==> src/rtl/ffas.sv <==
// Modular adder over GF(2^255 - 19): out = (a + b) mod p.
// One 64-bit limb adder and one limb subtractor run skewed by a limb; done pulses 6 cycles after accept.
module ffas (
  input  logic         clk,
  input  logic         rst,
  input  logic         start,
  input  logic [255:0] a,
  input  logic [255:0] b,
  output logic [255:0] out,
  output logic         done,
  output logic         busy
);

  localparam int unsigned W     = 256;
  localparam int unsigned LIMB  = 64;
  localparam int unsigned NLIMB = W / LIMB;
  localparam int unsigned IDXW  = 2;

  localparam logic [W-1:0] P = {1'b1, 255'b0} - 256'd19;
  localparam logic [NLIMB-1:0][LIMB-1:0] P_L = P;

  typedef enum logic [2:0] {
    IDLE,
    ADD0,
    ADD1,
    ADD2,
    ADD3,
    SUB3,
    FIN
  } state_t;

  state_t state_q, state_d;

  logic [NLIMB-1:0][LIMB-1:0] a_q, b_q, sum_q, diff_q;
  logic                       carry_q, borrow_q;

  logic            busy_d, done_d;
  logic            load, add_en, sub_en, fin;
  logic [IDXW-1:0] add_idx, sub_idx;
  logic [LIMB:0]   add_res, sub_res;

  // Sequencing: adder walks limbs 0..3, subtractor trails it by one limb.
  always_comb begin
    state_d = state_q;
    busy_d  = 1'b0;
    done_d  = 1'b0;
    load    = 1'b0;
    add_en  = 1'b0;
    sub_en  = 1'b0;
    fin     = 1'b0;
    add_idx = '0;
    sub_idx = '0;
    case (state_q)
      IDLE: begin
        if (start) begin
          load    = 1'b1;
          state_d = ADD0;
        end
      end
      ADD0: begin
        add_en  = 1'b1;
        add_idx = 2'd0;
        state_d = ADD1;
      end
      ADD1: begin
        add_en  = 1'b1;
        add_idx = 2'd1;
        sub_en  = 1'b1;
        sub_idx = 2'd0;
        state_d = ADD2;
      end
      ADD2: begin
        add_en  = 1'b1;
        add_idx = 2'd2;
        sub_en  = 1'b1;
        sub_idx = 2'd1;
        state_d = ADD3;
      end
      ADD3: begin
        add_en  = 1'b1;
        add_idx = 2'd3;
        sub_en  = 1'b1;
        sub_idx = 2'd2;
        state_d = SUB3;
      end
      SUB3: begin
        sub_en  = 1'b1;
        sub_idx = 2'd3;
        state_d = FIN;
      end
      FIN: begin
        fin     = 1'b1;
        done_d  = 1'b1;
        state_d = IDLE;
      end
      default: state_d = IDLE;
    endcase
    busy_d = (state_d != IDLE);
  end

  assign add_res = {1'b0, a_q[add_idx]} + {1'b0, b_q[add_idx]} + (LIMB+1)'(carry_q);
  assign sub_res = {1'b0, sum_q[sub_idx]} - {1'b0, P_L[sub_idx]} - (LIMB+1)'(borrow_q);

  always_ff @(posedge clk or negedge rst) begin
    if (!rst) begin
      state_q  <= IDLE;
      a_q      <= '0;
      b_q      <= '0;
      sum_q    <= '0;
      diff_q   <= '0;
      carry_q  <= 1'b0;
      borrow_q <= 1'b0;
      out      <= '0;
      done     <= 1'b0;
      busy     <= 1'b0;
    end else begin
      state_q <= state_d;
      busy    <= busy_d;
      done    <= done_d;
      if (load) begin
        a_q      <= a;
        b_q      <= b;
        carry_q  <= 1'b0;
        borrow_q <= 1'b0;
      end
      if (add_en) begin
        sum_q[add_idx] <= add_res[LIMB-1:0];
        carry_q        <= add_res[LIMB];
      end
      if (sub_en) begin
        diff_q[sub_idx] <= sub_res[LIMB-1:0];
        borrow_q        <= sub_res[LIMB];
      end
      // a + b >= p exactly when the sum overflowed 256 bits or s - p did not borrow
      if (fin) begin
        out <= (carry_q || !borrow_q) ? diff_q : sum_q;
      end
    end
  end

endmodule

==> config.mk <==
export PLATFORM = sky130hd
export DESIGN_NAME = ffas
export DESIGN_NICKNAME = d
export VERILOG_FILES = /design/src/rtl/ffas.sv
export SDC_FILE = /design/constraint.sdc
export NUM_CORES = 2
export LEC_CHECK = 0
export ABC_AREA = 1
export BUFFER_PORTS_ARGS = -buffer_cell sky130_fd_sc_hd__buf_2
export CORE_AREA = 5 5 363 400
export CTS_BUF_LIST = sky130_fd_sc_hd__clkbuf_4 sky130_fd_sc_hd__clkbuf_8 sky130_fd_sc_hd__clkbuf_16
export DETAILED_ROUTE_END_ITERATION = 8
export DIE_AREA = 0 0 368 405
export PLACE_DENSITY = 0.75
export SETUP_SLACK_MARGIN = 0.5
export SLEW_MARGIN = 10
export SYNTH_ARGS = -nofsm -noshare
export SYNTH_HDL_FRONTEND = slang
export SYNTH_SLANG_ARGS = --single-unit
==> constraint.sdc <==
create_clock -name clk -period 12 [get_ports clk]
set_input_delay 1.2 -clock clk [delete_from_list [all_inputs] [get_ports clk]]
set_output_delay 1.2 -clock clk [all_outputs]
set_load 0.005 [all_outputs]
==> impl_metrics.tcl <==
set metrics [dict create \
    status "finished clean" \
    wirelength_mm 241.4 \
    fin_ws_ns 5.648 \
    cts_hold_buf 0 \
    firstDrtPassIters 6 \
    cp.required_ns 12.63 \
    dieWidth_um 368 \
    chipHeight_um 405 \
    cp.arrival_ns 6.98 \
    vias_per_cell 5.699 \
    post-place-ws_ns 5.741 \
    place_hpwl_mm 179.9 \
    reg2reg_depth 20 \
    max_freq_mhz 157.4 \
    clockBufferDepth 3 \
    cts_root_buffer "clkbuf_16" \
    yosys.area.top_type_share 0.5123 \
    grt_pass1_vias 55300 \
    grt_pass1_wl_mm 354.6 \
    final_nets 8424 \
    maxCapViolCount 0 \
    timing.final.crit_share 0.5294 \
    drv_slew 0 \
    grt_use_total 0.3163 \
    period_needed_ns 6.352 \
    avgSynthCellArea_um2 8.760 \
    syn-cell-area_um2 62860 \
    clk_pin_slew_ns 0.06 \
    final_antenna_net_count 0 \
    drive_gt1_frac 0.2073 \
    clk_latency_ns 0.81 \
    setup_viol 0 \
    wl_per_cell_um 24.73 \
    start_kind "flip-flop" \
    finClkSkew_ns 0.04044 \
    synth_area_leader_cell "dfrtp_1" \
    postCtsResizedCells 0 \
    portBuffers 772 \
    critical_path_class "flip-flop to flip-flop" \
    start_util 0.4454 \
    io_pins 773 \
    dieArea_um2 149000 \
    syn_nets 7824 \
    first_iter_violations 5801 \
    fin_util 0.5188 \
    grt_overflow 0 \
    slew_headroom 0.1641 \
    synth_area_leaders "dfrtp_1, nand2_1, mux2_2" \
    final.setup.tns_ns 0 \
    async_flop_share 1.000 \
    grt_max_degree 231 \
    yosys_register_bits 1287 \
    post_cts_buffers 0 \
    tritoncts "built" \
    whs_ns 0.4233 \
    syn_inst 7176 \
    htreeDepth 4 \
    cts_buffers 136 \
    syn2layout_area_growth_pct 16.49 \
    rsz0062_at_grt "no" \
    cp_max_fo 163 \
    drc 0 \
    synth_cell_types 46 \
    synth-edff-count 0 \
    end_kind "flip-flop" \
    core_um2 141100 \
    dominantRegCellSynth "dfrtp_1" \
    hold_violations 0 \
    worst_pin_slew_ns 1.241 \
    hold_path_class "input port to asynchronous set/reset pin" \
    antenna_found_initial 77 \
    cts.sinks 1287 \
    place_congestion 1.009 \
    synth-warning-count 0 \
    yosysSeqAreaShare 0.5123 \
    via_count 55620 \
    rows 145 \
]
[cells in the final DEF, fill, tap and decap left out, types with 35 or more instances in the layout]
cell type and n:
buf_2 771, dfrtp_1 1287, o21ai_0 394, xnor2_1 35
buf_4 40, nand3_1 355, nand2_1 2013, diode_2 42
ha_1 130, nor2_1 663, nand4_1 81, a31oi_1 269
mux2_2 512, inv_1 407, clkbuf_16 140, o22ai_1 75
nor3_1 101, a21oi_1 251
[state kept, by name (all words and copies together) (netlist names)]
name	flops
b_q	256
done	1
sum_q	256
diff_q	256
state_q	3
out	256
a_q	256
carry_q	1
busy	1
borrow_q	1
[per-layer routing]
layer,up-vias,global-route usage,routed length (µm)
met2,2520,0.5088,112100
met4,54,0.1590,13570
met1,27240,0.4042,95530
met3,565,0.07086,19830
li1,25240,-,-
met5,-,0,339
[worst paths after layout]
kind	to	slack [ns]	startpoint
worst max register to register	sum_q[176]	5.65	state_q[2]
max in group asynchronous	diff_q[172]	9.14	rst
worst max-delay path	sum_q[176]	5.65	state_q[2]
min in group clk	diff_q[235]	0.48	diff_q[235]
worst min register to register	diff_q[235]	0.48	diff_q[235]
worst min-delay path	b_q[145]	0.42	rst
[critical path: stages (launching register included)]
cell,delay (ns)
dfrtp_1,0.47
inv_2,0.18
nand2_1,0.16
nor2_4,0.70
inv_8,0.40
buf_12,0.35
o22ai_1,0.27
nor3_1,0.10
fa_1,0.45
fa_1,0.48
nand3_1,0.11
nand2_1,0.11
nand2_1,0.08
nand2_1,0.11
nand2_1,0.08
nand2_1,0.13
a21boi_0,0.70
o211ai_1,0.48
or2_2,0.45
nand3_1,0.08
o21ai_0,0.10
[synth_stat cells, drive strengths merged, types with 8 or more instances]
| library cell | n |
|---|---|
| nand2 | 2026 |
| dfrtp | 1287 |
| nor2 | 668 |
| mux2 | 512 |
| inv | 415 |
| o21ai | 404 |
| nand3 | 358 |
| clkbuf | 305 |
| a31oi | 269 |
| a21oi | 251 |
| ha | 130 |
| nor3 | 102 |
| nand4 | 81 |
| o22ai | 75 |
| buf | 58 |
| xnor2 | 35 |
| o21bai | 31 |
| o221ai | 30 |
| nand3b | 24 |
| or2 | 22 |
| xor2 | 21 |
| o21a | 17 |
| a21boi | 13 |
| nor4 | 8 |
[through the flow]
step	cell area (µm²)	instances
after floorplan	62860	7176
after global placement	68300	9474
after detailed placement	68310	9475
after CTS	73120	9718
after global routing	73200	9748
final	73230	9760
[logic make-up (layout without fill, tap and decap cells)]
group / Yosys count / in the layout / share of synthesized area
other cells: 0 / 42 / 0
mux: 512 / 512 / 0.09172
compound gates: 1117 / 1117 / 0.1014
flops: 1287 / 1287 / 0.5123
buf+inv: 778 / 1483 / 0.04689
xor+xnor: 56 / 56 / 0.007802
simple gates: 3293 / 3293 / 0.2131
fa+ha+maj: 133 / 133 / 0.02683
[final cells by class]
class                      count  area [µm²]
fill                       13010       67920
sequential                  1287       32210
multi-input combinational   5111       27790
timing repair buffer         825        4439
clock buffer                 199        4128
tap                         1837        2298
inverter                     415        1583
clock inverter                44       680.7
antenna                       42       105.1
Power is left out: the tool's default activity adds up to more than one toggle a clock period on the data nets, which glitch-free logic cannot reach.
